===== src/rtl/fft_frame_sequencer_if.sv =====
// Streaming bus between the sample source, the frame sequencer and the FFT core.
// The master side is the sequencer; the slave side is the source/core environment.
interface fft_frame_sequencer_if #(
  parameter int DW = 8
);
  logic          up_valid;
  logic          up_ready;
  logic [DW-1:0] up_real;
  logic [DW-1:0] up_imag;

  logic          fft_sink_valid;
  logic          fft_sink_sop;
  logic          fft_sink_eop;
  logic [DW-1:0] fft_sink_real;
  logic [DW-1:0] fft_sink_imag;
  logic          fft_inverse;
  logic          fft_sink_ready;

  logic          fft_source_valid;
  logic          fft_source_sop;
  logic          fft_source_eop;
  logic [1:0]    fft_source_error;

  modport master (
    input  up_valid, up_real, up_imag, fft_sink_ready,
    input  fft_source_valid, fft_source_sop, fft_source_eop, fft_source_error,
    output up_ready, fft_sink_valid, fft_sink_sop, fft_sink_eop,
    output fft_sink_real, fft_sink_imag, fft_inverse
  );

  modport slave (
    output up_valid, up_real, up_imag, fft_sink_ready,
    output fft_source_valid, fft_source_sop, fft_source_eop, fft_source_error,
    input  up_ready, fft_sink_valid, fft_sink_sop, fft_sink_eop,
    input  fft_sink_real, fft_sink_imag, fft_inverse
  );
endinterface


===== src/rtl/fft_frame_sequencer.sv =====
// Cuts an upstream sample stream into FFT_LEN-point frames for the FFT core, limits the
// number of frames the core holds and checks the framing of what the core sends back.
module fft_frame_sequencer #(
  parameter int FFT_LEN = 1024,
  parameter int CNT_W   = 10,
  parameter int DW      = 8,
  parameter int MAX_OUT = 2
) (
  input  logic             clk,
  input  logic             reset_n,
  input  logic             start,
  input  logic             stop,
  input  logic             clear,
  input  logic             inverse_req,
  fft_frame_sequencer_if.master bus,
  output logic [CNT_W-1:0] in_cnt,
  output logic [CNT_W-1:0] out_cnt,
  output logic [1:0]       in_flight,
  output logic             busy,
  output logic             err
);

  typedef enum logic [1:0] {IDLE, RUN, DRAIN, ERROR} state_t;

  localparam logic [CNT_W-1:0] LAST_BEAT = CNT_W'(FFT_LEN - 1);
  localparam logic [1:0]       OUT_LIMIT = 2'(MAX_OUT);

  state_t           state_reg, state_next;
  logic [CNT_W-1:0] in_cnt_reg, in_cnt_next;
  logic [CNT_W-1:0] out_cnt_reg, out_cnt_next;
  logic [1:0]       in_flight_reg, in_flight_next;
  logic             stop_pend_reg, stop_pend_next;
  logic             inverse_reg, inverse_next;

  logic at_boundary, gate, acc, fl_inc, fl_dec, src_eop, src_fault;

  // New frames are only held back at a frame boundary, so frames are never truncated.
  assign at_boundary = (in_cnt_reg == '0);
  assign gate = (state_reg == RUN)
              && !(at_boundary && (in_flight_reg == OUT_LIMIT))
              && !(at_boundary && stop_pend_reg);

  assign bus.up_ready       = gate & bus.fft_sink_ready;
  assign bus.fft_sink_valid = gate & bus.up_valid;
  assign bus.fft_sink_sop   = bus.fft_sink_valid & at_boundary;
  assign bus.fft_sink_eop   = bus.fft_sink_valid & (in_cnt_reg == LAST_BEAT);
  assign bus.fft_sink_real  = bus.up_real;
  assign bus.fft_sink_imag  = bus.up_imag;
  assign bus.fft_inverse    = inverse_reg;

  assign acc     = bus.up_valid & bus.up_ready;
  assign src_eop = bus.fft_source_valid & bus.fft_source_eop;
  assign fl_inc  = acc & bus.fft_sink_eop;
  assign fl_dec  = src_eop & (in_flight_reg != 2'd0);

  // Output beats must line up with out_cnt; an eop with nothing outstanding is an underflow.
  assign src_fault = (bus.fft_source_valid
                      & ((bus.fft_source_error != 2'b00)
                         | (bus.fft_source_sop != (out_cnt_reg == '0))
                         | (bus.fft_source_eop != (out_cnt_reg == LAST_BEAT))))
                   | (src_eop & (in_flight_reg == 2'd0));

  always_comb begin
    state_next     = state_reg;
    stop_pend_next = stop_pend_reg;
    in_cnt_next    = in_cnt_reg;
    out_cnt_next   = out_cnt_reg;
    in_flight_next = in_flight_reg;
    inverse_next   = inverse_reg;

    if (acc) begin
      in_cnt_next = (in_cnt_reg == LAST_BEAT) ? '0 : in_cnt_reg + 1'b1;
    end
    if (bus.fft_source_valid) begin
      out_cnt_next = (out_cnt_reg == LAST_BEAT) ? '0 : out_cnt_reg + 1'b1;
    end
    if (acc && at_boundary) begin
      inverse_next = inverse_req;
    end
    case ({fl_inc, fl_dec})
      2'b10:   in_flight_next = in_flight_reg + 2'd1;
      2'b01:   in_flight_next = in_flight_reg - 2'd1;
      default: in_flight_next = in_flight_reg;
    endcase

    case (state_reg)
      IDLE: begin
        if (start) state_next = RUN;
      end
      RUN: begin
        if (stop) stop_pend_next = 1'b1;
        if (src_fault) begin
          state_next = ERROR;
        end else if ((stop || stop_pend_reg) && at_boundary && !acc) begin
          state_next = DRAIN;
        end
      end
      DRAIN: begin
        if (src_fault) begin
          state_next = ERROR;
        end else if ((in_flight_reg == 2'd0) && (out_cnt_reg == '0)) begin
          state_next     = IDLE;
          stop_pend_next = 1'b0;
        end
      end
      ERROR: begin
        if (clear) begin
          state_next     = IDLE;
          in_cnt_next    = '0;
          out_cnt_next   = '0;
          in_flight_next = 2'd0;
          stop_pend_next = 1'b0;
        end
      end
      default: state_next = IDLE;
    endcase
  end

  always_ff @(posedge clk or negedge reset_n) begin
    if (!reset_n) begin
      state_reg     <= IDLE;
      in_cnt_reg    <= '0;
      out_cnt_reg   <= '0;
      in_flight_reg <= 2'd0;
      stop_pend_reg <= 1'b0;
      inverse_reg   <= 1'b0;
    end else begin
      state_reg     <= state_next;
      in_cnt_reg    <= in_cnt_next;
      out_cnt_reg   <= out_cnt_next;
      in_flight_reg <= in_flight_next;
      stop_pend_reg <= stop_pend_next;
      inverse_reg   <= inverse_next;
    end
  end

  assign in_cnt    = in_cnt_reg;
  assign out_cnt   = out_cnt_reg;
  assign in_flight = in_flight_reg;
  assign busy      = (state_reg != IDLE);
  assign err       = (state_reg == ERROR);

endmodule


===== src/flat_wrapper.sv =====
// flat-port wrapper written by rule: the top's interface ports become plain ports
module fft_frame_sequencer_flat 
#(
  parameter int FFT_LEN = 1024,
  parameter int CNT_W   = 10,
  parameter int DW      = 8,
  parameter int MAX_OUT = 2
)
  (clk, reset_n, start, stop, clear, inverse_req, in_cnt, out_cnt, in_flight, busy, err, bus_up_valid, bus_up_real, bus_up_imag, bus_fft_sink_ready, bus_fft_source_valid, bus_fft_source_sop, bus_fft_source_eop, bus_fft_source_error, bus_up_ready, bus_fft_sink_valid, bus_fft_sink_sop, bus_fft_sink_eop, bus_fft_sink_real, bus_fft_sink_imag, bus_fft_inverse);
  fft_frame_sequencer_if #(.DW(DW)) bus_i ();
  input  logic clk;
  input  logic reset_n;
  input  logic start;
  input  logic stop;
  input  logic clear;
  input  logic inverse_req;
  output logic [CNT_W-1:0] in_cnt;
  output logic [CNT_W-1:0] out_cnt;
  output logic [1:0] in_flight;
  output logic busy;
  output logic err;
  input wire logic [$bits(bus_i.up_valid)-1:0] bus_up_valid;
  input wire logic [$bits(bus_i.up_real)-1:0] bus_up_real;
  input wire logic [$bits(bus_i.up_imag)-1:0] bus_up_imag;
  input wire logic [$bits(bus_i.fft_sink_ready)-1:0] bus_fft_sink_ready;
  input wire logic [$bits(bus_i.fft_source_valid)-1:0] bus_fft_source_valid;
  input wire logic [$bits(bus_i.fft_source_sop)-1:0] bus_fft_source_sop;
  input wire logic [$bits(bus_i.fft_source_eop)-1:0] bus_fft_source_eop;
  input wire logic [$bits(bus_i.fft_source_error)-1:0] bus_fft_source_error;
  output wire logic [$bits(bus_i.up_ready)-1:0] bus_up_ready;
  output wire logic [$bits(bus_i.fft_sink_valid)-1:0] bus_fft_sink_valid;
  output wire logic [$bits(bus_i.fft_sink_sop)-1:0] bus_fft_sink_sop;
  output wire logic [$bits(bus_i.fft_sink_eop)-1:0] bus_fft_sink_eop;
  output wire logic [$bits(bus_i.fft_sink_real)-1:0] bus_fft_sink_real;
  output wire logic [$bits(bus_i.fft_sink_imag)-1:0] bus_fft_sink_imag;
  output wire logic [$bits(bus_i.fft_inverse)-1:0] bus_fft_inverse;
  assign bus_i.up_valid = bus_up_valid;
  assign bus_i.up_real = bus_up_real;
  assign bus_i.up_imag = bus_up_imag;
  assign bus_i.fft_sink_ready = bus_fft_sink_ready;
  assign bus_i.fft_source_valid = bus_fft_source_valid;
  assign bus_i.fft_source_sop = bus_fft_source_sop;
  assign bus_i.fft_source_eop = bus_fft_source_eop;
  assign bus_i.fft_source_error = bus_fft_source_error;
  assign bus_up_ready = bus_i.up_ready;
  assign bus_fft_sink_valid = bus_i.fft_sink_valid;
  assign bus_fft_sink_sop = bus_i.fft_sink_sop;
  assign bus_fft_sink_eop = bus_i.fft_sink_eop;
  assign bus_fft_sink_real = bus_i.fft_sink_real;
  assign bus_fft_sink_imag = bus_i.fft_sink_imag;
  assign bus_fft_inverse = bus_i.fft_inverse;
  fft_frame_sequencer #(.FFT_LEN(FFT_LEN), .CNT_W(CNT_W), .DW(DW), .MAX_OUT(MAX_OUT)) u_core (.clk(clk), .reset_n(reset_n), .start(start), .stop(stop), .clear(clear), .inverse_req(inverse_req), .bus(bus_i), .in_cnt(in_cnt), .out_cnt(out_cnt), .in_flight(in_flight), .busy(busy), .err(err));
endmodule

===== config.mk =====
export PLATFORM = sky130hd
export DESIGN_NAME = fft_frame_sequencer_flat
export DESIGN_NICKNAME = d
export VERILOG_FILES = /design/src/rtl/fft_frame_sequencer_if.sv /design/src/rtl/fft_frame_sequencer.sv /design/src/flat_wrapper.sv
export SDC_FILE = /design/constraint.sdc
export NUM_CORES = 1
export LEC_CHECK = 0
export CORE_MARGIN = 1
export CORE_UTILIZATION = 42
export CTS_CLUSTER_DIAMETER = 120
export DETAILED_ROUTE_END_ITERATION = 12
export HOLD_SLACK_MARGIN = 0.1
export PLACE_DENSITY = 0.77
export SLEW_MARGIN = 20
export SYNTH_ARGS = -nofsm -noshare
export SYNTH_HDL_FRONTEND = slang
export SYNTH_SLANG_ARGS = --single-unit
export TNS_END_PERCENT = 1

===== constraint.sdc =====
create_clock -name clk -period 2.44 [get_ports clk]
set_clock_uncertainty 0.05 [all_clocks]
set_input_delay 0.366 -clock clk [delete_from_list [all_inputs] [get_ports clk]]
set_output_delay 0.366 -clock clk [all_outputs]
set_load 0.05 [all_outputs]

==> results of run 1 <==
[placed cells by master (no fill, tap or decap), types with 2 or more instances in the layout]
cell,netlist,layout
nor2_1,29,28
clkbuf_8,0,3
nand2_1,15,15
dfrtp_1,26,26
ha_1,5,5
or3_1,3,3
o31a_1,2,2
mux2i_1,2,2
nand4_1,9,9
buf_12,0,2
xnor2_1,4,4
buf_4,16,10
o21ai_0,5,5
and3_1,5,5
clkdlybuf4s50_1,0,37
nor4_2,1,2
xor2_1,14,14
nand3_1,4,4
nor3_1,3,3
o21ai_1,3,3
inv_1,8,8
o211a_1,2,2
a21oi_1,4,4
nor3b_1,2,2
and4_1,2,2
nor2b_1,2,2
[power by group through the flow]
| stage | clock (mW) | sequential (mW) | combinational [mW] |
|---|---|---|---|
| floorplan | 0 | 0.721 | 0.538 |
| global placement | 0 | 0.605 | 0.850 |
| detailed placement | 0 | 0.605 | 0.860 |
| CTS | 0.368 | 0.598 | 0.866 |
| global route | 0.385 | 0.615 | 0.952 |
| finish | 0.360 | 0.599 | 0.873 |
[layout make-up]
type,instances,area share
Multi-Input combinational cell,135,0.408
Sequential cell,26,0.297
Inverter,8,0.0137
Tap cell,48,0.0274
Clock buffer,3,0.0188
Timing Repair Buffer,49,0.221
Clock inverter,1,0.0137
[worst max-delay path by stage]
stage	startpoint	to	depth (start not counted)
after floorplan	u_core.in_cnt[4]	bus_fft_sink_sop	3
after global placement	bus_up_valid	u_core.in_flight[1]	7
after detailed placement	bus_up_valid	u_core.in_flight[1]	7
after CTS	u_core.in_cnt[4]	bus_fft_sink_valid	5
after global routing	u_core.in_cnt[4]	bus_fft_sink_sop	4
final	u_core.in_cnt[4]	bus_fft_sink_sop	4
[cell families (layout without fill, tap and decap cells)]
| logic type | after synthesis | count (layout) | synth area share |
|---|---|---|---|
| AND/OR/NAND/NOR | 82 | 82 | 0.245 |
| buffers and inverters | 29 | 61 | 0.102 |
| AO/OA/AOI/OAI | 26 | 26 | 0.112 |
| flip-flops | 26 | 26 | 0.384 |
| XOR/XNOR | 18 | 18 | 0.0931 |
| adder cells (fa/ha/maj) | 5 | 5 | 0.0369 |
| multiplexers | 4 | 4 | 0.0266 |
[metrics by stage]
step           setup TNS (ns)  total power, mW   util
6_report                    0             1.83  0.581
5_1_grt                     0             1.95  0.581
4_1_cts                     0             1.83  0.579
3_5_place_dp                0             1.47  0.560
3_3_place_gp                0             1.46  0.560
2_1_floorplan         -0.0866             1.26      -
[metal layers]
metal,track usage,share of wire,vias to the layer above
met1,0.259,0.44,728
met5,0,0,-
li1,-,-,720
met2,0.302,0.48,52
met4,0.0924,0.014,0
met3,0.0243,0.060,6
[repair_timing]
action / 4_1_cts / 5_1_grt
resized for setup: 0 / 1
endpoints found under the setup margin: 0 / 4
hold buffers: 0 / 0
buffers inserted: 0 / 1
hold endpoints to repair: 0 / 0
==> metrics.cfg, run 1 <==
[drt]
wl_microns=3790
drtIter0Drc=61
drc=0
post_drt_via_cell_ratio=5.58
wl_per_cell_microns=14.0
antenna_left=0
num_vias=1506
firstDrtPassIters=4

[floorplan]
rows=22
die_h_microns=65.5
coreArea_sq_mm=0.00377
initial_core_util=0.449
die_x_microns=65.5
die-area_sq_mm=0.00429
num_io_pins=74

[sta]
setup_ws_ns=0.134
min_period_ns=2.31
setup_violations=0
fin_crit_sh=0.945
slew_headroom=0.661
rsz0062_at_grt=no
fmax_mhz=434
whs_ns=0.411
hold_viol_final=0
worst_pin_slew_ns=0.507
slew_viol_final=0

[clocking]
clock_sinks=26
cts_tree=yes
cts-root-buf=clkbuf_8
clock_latency_ns=0.27
h-tree-depth=1
cts-buffers-inserted=3
cts.clk_slew.worst_paths_ns=0.09
clockBufferDepth=2

[outcome]
status=complete, no violations

[critical_path]
max_stage_delay_ns=0.43
path_cells=nor4_1 -> nand4_1 -> nor4_2 -> buf_12
path_buf_inv=1
cp_top_family=simple AND/OR/NAND/NOR gates
ff2ff_path_depth=7
crit_arrival_ns=1.89
r2r-start=u_core.in_cnt[1]
end_kind=output pin
critPathMaxFanout=5
worstPathRequired_ns=2.02
rr_endpoint=u_core.in_flight[1]
worst-setup-path-type=reg -> out
critPathSlowestCell=dfrtp_1
r2r_slack_ns=0.37
startpoint_type=flop

[pwr]
pwr-share-seq=0.327
power_density_mw_per_mm2=836
p_sw_uw=788
p_sw_frac=0.430
p_comb_frac=0.477
p_int_mw=1.04
ir_worst_vdd_mv=0.595
pwr-share-clk=0.196
p_leak_nw=0.979

[placed_design]
placedInstanceArea_sq_mm=0.00211
portBuffers=41
dpl.cell_count=265
preCtsSetupSlack_ns=0.0738
dp_hpwl_microns=2800
gp_congestion=0.839

[synthesis]
synth-seq-cells=26
yosysWarnings=0
synth_common_cells=nor2_1 (29), dfrtp_1 (26), buf_4 (16)
yosysMostFrequentCell=nor2_1
ys_seq_area_frac=0.384
syn_inst=190
synth_cell_type_count=42
yosysTopAreaCell=dfrtp_1
async_flop_share=1.00
synth_area_sq_mm=0.00169
syn_nets=224
syn_avg_cell_area_sq_um=8.92
synth_top_area_share=0.384
synthTopCellsByArea=dfrtp_1 (38%), xor2_1 (7.2%), buf_4 (7.1%)
synth-edff-count=0
synthFlopType=dfrtp_1

[final_layout]
drive_above_1_share=0.104
finalNonFillerCells=270
fillCellCount=327
seq_area_sq_um=651
syn_to_final_growth_pct=29.4
nets=257
antenna_cells=0
multiInputGateArea_sq_um=895
final_area_sq_mm=0.00219

[global_routing]
grt_max_degree=27
grt_pass1_vias=1379
track_usage=0.192
overflow=0
antenna_found_initial=0
grt_pass1_wl_microns=6320

[job]
max_cap_viol_count=0

[worst_hold_path]
hp-class=in -> async

(Power assumes the default switching activity.)
==> run 2, diff against run 1 <==
Settings changed: GPL_TIMING_DRIVEN set to 0.
==> run 2 against run 1 <==
Effect of this change:
- largest power group unchanged
- cell count is 12% higher
- utilization rose by 6.6 points
- non-clock buffer count grew 32
- combinational power grew 15%
- sequential power shrank 3%
- sequential share of layout area fell by 3.0 points
- total power rose by 5.8%
- setup slack worse by 0.069 ns
- global-route usage rose by 0.64 points
- clock power fell by 2%
- fmax fell by 2.9%
==> metrics.cfg, run 2 (same netlist as run 1, synthesis figures left out) <==
[sta]
worst_pin_slew_ns=0.591
fin_crit_sh=0.973
rsz0062_at_grt=yes
min_period_ns=2.38
fin_tns_setup_ns=0
slew_viol_final=0
slew_headroom=0.603
setup_ws_ns=0.0649
setup_violations=0
hold_viol_final=0
fmax_mhz=421

[floorplan]
initial_core_util=0.449
die_x_microns=65.5
die-area_sq_mm=0.00429
num_io_pins=74
rows=22
coreArea_sq_mm=0.00377
die_h_microns=65.5

[clocking]
clock_sinks=26
clock_latency_ns=0.27
clockBufferDepth=2
cts_tree=yes
cts.clk_slew.worst_paths_ns=0.09
h-tree-depth=1
cts-root-buf=clkbuf_8
cts-buffers-inserted=3

[global_routing]
grt_max_degree=27
overflow=0
antenna_found_initial=0
grt_pass1_wl_microns=6650
track_usage=0.198
grt_pass1_vias=1488

[critical_path]
startpoint_type=flop
r2r_slack_ns=0.23
worstPathRequired_ns=2.02
crit_arrival_ns=1.96
worst-setup-path-type=reg -> out
critPathMaxFanout=5
end_kind=output pin

[placed_design]
portBuffers=57
dp_hpwl_microns=3070
preCtsSetupSlack_ns=-0.302
gp_congestion=0.809
dpl.cell_count=295

[job]
max_cap_viol_count=0

[pwr]
p_sw_frac=0.440
p_total_mw=1.94
p_leak_nw=1.11
p_comb_frac=0.516
p_sw_uw=853
pwr-share-seq=0.301
ir_worst_vdd_mv=0.542
p_int_mw=1.08
pwr-share-clk=0.183
power_density_mw_per_mm2=794

[final_layout]
fillCellCount=348
drive_above_1_share=0.150
nets=289
finalNonFillerCells=302
finish.utilization=0.648
antenna_cells=0
syn_to_final_growth_pct=44.2
final_common_cell=clkdlybuf4s50_1
final_cell_mix=clkdlybuf4s50_1 (52), nor2_1 (27), dfrtp_1 (25)

[drt]
drtIter0Drc=109
num_vias=1626
drc=0
wl_microns=4060
antenna_left=0
wl_per_cell_microns=13.4
firstDrtPassIters=4
post_drt_via_cell_ratio=5.38

[outcome]
status=complete, no violations

[worst_hold_path]
hp-class=reg -> reg

[run 2: cell count changes in the layout (fill, tap and decap cells not counted)]
cell,previous run,this run
dfrtp_1,26,25
clkdlybuf4s50_1,37,52
buf_2,0,5
buf_12,2,0
dlygate4sd2_1,0,2
dfrtp_2,0,1
nor2_4,0,1
clkbuf_1,0,1
nor2_1,28,27
dlygate4sd3_1,0,1
buf_4,10,19
clkbuf_4,0,1
[run 2: final cells by class]
cell class	count	area, sq um	share of cell area
inverter	8	30.0	0.0123
sequential	26	652	0.267
timing repair buffer	61	586	0.240
tap	48	60.1	0.0246
buffer	20	141	0.0579
multi-input combinational	135	902	0.369
clock inverter	1	30.0	0.0123
clock buffer	3	41.3	0.0169
[run 2: worst max-delay path: stages, from the launching register on]
cell and delay [ns]:
dfrtp_1 0.44, nor4_1 0.34, nand4_1 0.13, buf_4 0.18, nor2_4 0.13, nor2_1 0.06
dlygate4sd2_1 0.42
[run 2: repair_timing]
action,CTS,global route
hold buffers,1,0
pin swaps,1,1
setup endpoints to repair,4,5
hold endpoints to repair,26,0
buffers inserted,2,1
gates resized for setup,14,4
[run 2: worst paths after layout]
kind	start	end	cells past startpoint
worst max register to register	u_core.state_reg[0]	u_core.in_flight[1]	8
worst min-delay path	u_core.bus.fft_inverse	u_core.bus.fft_inverse	1
worst max-delay path	u_core.in_cnt[4]	bus_up_ready	6
min in group asynchronous	reset_n	u_core.in_cnt[5]	2
worst min register to register	u_core.bus.fft_inverse	u_core.bus.fft_inverse	1
max in group asynchronous	reset_n	u_core.in_flight[0]	2
[run 2: power by group through the flow]
stage	registers [mW]	clock network, mW	logic [mW]
floorplan	0.721	0	0.538
global placement	0.591	0	0.948
detailed placement	0.591	0	0.959
CTS	0.584	0.365	0.997
global route	0.595	0.376	1.07
finish	0.584	0.354	1.00
[run 2: stage by stage]
step	instance area, sq um	hold WS [ns]
5_1_grt	2440	0.471
3_3_place_gp	2350	0.427
4_1_cts	2440	0.459
2_1_floorplan	1720	0.0204
3_5_place_dp	2340	0.354
6_report	2440	0.455
[run 2: routing by layer]
metal | up-vias | GRT usage | share of wire
met3 | 2 | 0.0243 | 0.060
met1 | 786 | 0.257 | 0.43
li1 | 780 | - | -
met2 | 58 | 0.335 | 0.50
met5 | - | 0 | 0
met4 | 0 | 0.0761 | 0.0037
==> variant (flow settings as in run 1) <==
Re-encode `state_t` (4 states) as Gray code, 2 bits wide.
--- a/src/rtl/fft_frame_sequencer.sv
+++ b/src/rtl/fft_frame_sequencer.sv
@@ -20,7 +20,7 @@
   output logic             err
 );
 
-  typedef enum logic [1:0] {IDLE, RUN, DRAIN, ERROR} state_t;
+  typedef enum logic [1:0] {IDLE = 2'b00, RUN = 2'b01, DRAIN = 2'b11, ERROR = 2'b10} state_t;
 
   localparam logic [CNT_W-1:0] LAST_BEAT = CNT_W'(FFT_LEN - 1);
   localparam logic [1:0]       OUT_LIMIT = 2'(MAX_OUT);
Check against the original RTL: same outputs for any inputs over 10 cycles, from zero or initial values and one cycle with reset_n low; not proved beyond that.
==> variant against run 1 <==
Synthesized area fell by 0.30%. Worst setup slack lost 7.6 ps. Power is 5.4% higher. Final cell count is 1.5% lower. Worst hold slack worse by 9.0 ps. Wire length down 6.8%. Core utilization is 1.5 points lower. Cell area decreased by 2.5%. Sequential cell count stayed put. First-iteration DRC count fell by 16%. Clock power fell by 29%. Critical path depth up 3. Global-route usage down 1.2 points. Critical path type unchanged. Largest cell class unchanged. Highest routed layer unchanged.
==> variant: results (changes against run 1) <==
[cts]
path_clk_slew_ps=90  ; about the same
clk_latency_ps=280
htree_levels=1  ; unchanged
cts_made_buffers=3  ; unchanged
clockBufferDepth=2  ; unchanged

[routing]
vias_per_cell=5.158  ; -7.5%
drtIter0Drc=51  ; -16%
wl_per_cell_microns=13.27  ; -5.4%
wl_microns=3531  ; -6.8%

[sta]
timing.slew.headroom_pct=65.45  ; -0.64 points
period_needed_ps=2314  ; +7.608 ps
holdWs_ps=401.7  ; -8.950 ps

[logic_synthesis]
syn_avg_cell_area_sq_um=9.033  ; +1.3%
yosysSeqAreaShare_pct=38.52  ; +0.11 points
synth_ff_type=dfrtp_1
synth_cell_type_count=41  ; -2.4%
synth.yosys.warnings=0  ; unchanged
synth.net_count=221  ; -1.3%
yosys-top-cells-count=nor2_1 (30), dfrtp_1 (26), buf_4 (16), nand2_1 (15), xor2_1 (12)
synth_area_leaders=dfrtp_1 (39%), buf_4 (7.1%), nor2_1 (6.7%)
ys_async_sr_fraction_pct=100.0  ; unchanged

[pwr]
cellPowerDensity_mw_per_mm2=903.7  ; +8.1%
power.leakage_uw=0.0009721  ; -0.68%
pwr-share-comb_pct=53.5  ; +5.8 points
irDropWorstVdd_v=0.0004843  ; -19%
intPower_uw=1060  ; +1.5%
powerClk_uw=256  ; -29%

[setup_path]
reg2reg_slack_ps=340  ; -30 ps
worstSetupEndpoint=bus_fft_sink_eop
ff2ff_path_depth=8  ; +1
cp-startpoint=u_core.in_cnt[0]$_DFF_PN0_
crit_fanout=4  ; -1
reg2reg_to=u_core.in_flight[1]$_DFF_PN0_
arrival_ps=1900
slowest_stage=dfrtp_2

[layout]
layout-drive-gt1-share_pct=14.22  ; +3.9 points
fill_cells=329  ; +0.61%
nets=253  ; -1.6%

[placement]
place_inst=260  ; -1.9%
place_hpwl_microns=2587  ; -7.6%
gp_congestion=0.8085  ; -3.6%

[hold_path]
hp-class=in2async

[grt]
grt_pass1_vias=1325  ; -3.9%
antenna_found_initial=0  ; unchanged
track_usage_pct=17.98  ; -1.2 points
grt_pass1_wl_microns=6003  ; -5.0%

[status]
outcome=finished, final reports clean

## variant: cell types whose count changed in the layout (fill, tap and decap cells not counted), sizes merged, moves of 2 or more
cell,run 1,this run
o21ai,9,6
mux2i,3,1
o31a,2,0
xor2,14,12
buf,12,10
and3,5,10
o211a,2,0
xnor2,4,8
nand4,9,6
a41o,0,2
a21oi,4,6
## variant: layout make-up
class                   count  area, sq um  share of cell area (%)
well taps                  48        60.06                   2.810
inverters                   8        30.03                   1.405
repair buffers             47        457.9                   21.43
clock buffers               4        45.04                   2.108
multi-input cells         133        889.6                   41.63
flip-flops and latches     26        654.4                   30.62
## variant: logic make-up (layout without fill, tap and decap cells)
| logic type | after synthesis | in the layout | synth area share, % |
|---|---|---|---|
| and+or+nand+nor | 86 | 86 | 28.07 |
| buffers and inverters | 28 | 59 | 10.00 |
| DFF | 26 | 26 | 38.52 |
| AOI/OAI and AO/OA | 20 | 20 | 7.853 |
| xor gates and xnor gates | 20 | 20 | 10.37 |
| adders and majority gates | 5 | 5 | 3.704 |
| muxes | 2 | 2 | 1.481 |
## variant: timing repair
action	4_1_cts	5_1_grt
setup buffers	0	2
resized for setup	2	0
hold buffers	0	0
setup endpoints to repair	1	1
## variant: per-layer routing
metal  vias to the layer above  global-route usage, %  routed length, microns
li1                        687                      -                       -
met1                       639                  24.86                    1725
met2                        37                  27.71                    1558
met3                         9                  2.951                     185
met4                         0                  7.337                      62
met5                         -                      0                       0
## variant: stage by stage
step	cell area, sq um	setup WS, ps
floorplan	1702	16.08
global placement	2066	219.3
detailed placement	2066	130.1
CTS	2122	81.33
global route	2137	26.69
finish	2137	126.0
## variant: critical path: cells and delay by family, from the launching register on
kind / cells / cell delay (ps)
compound gates: 1 / 170
buf+inv: 2 / 290
fa+ha+maj: 1 / 150
simple gates: 3 / 600
flops: 1 / 420
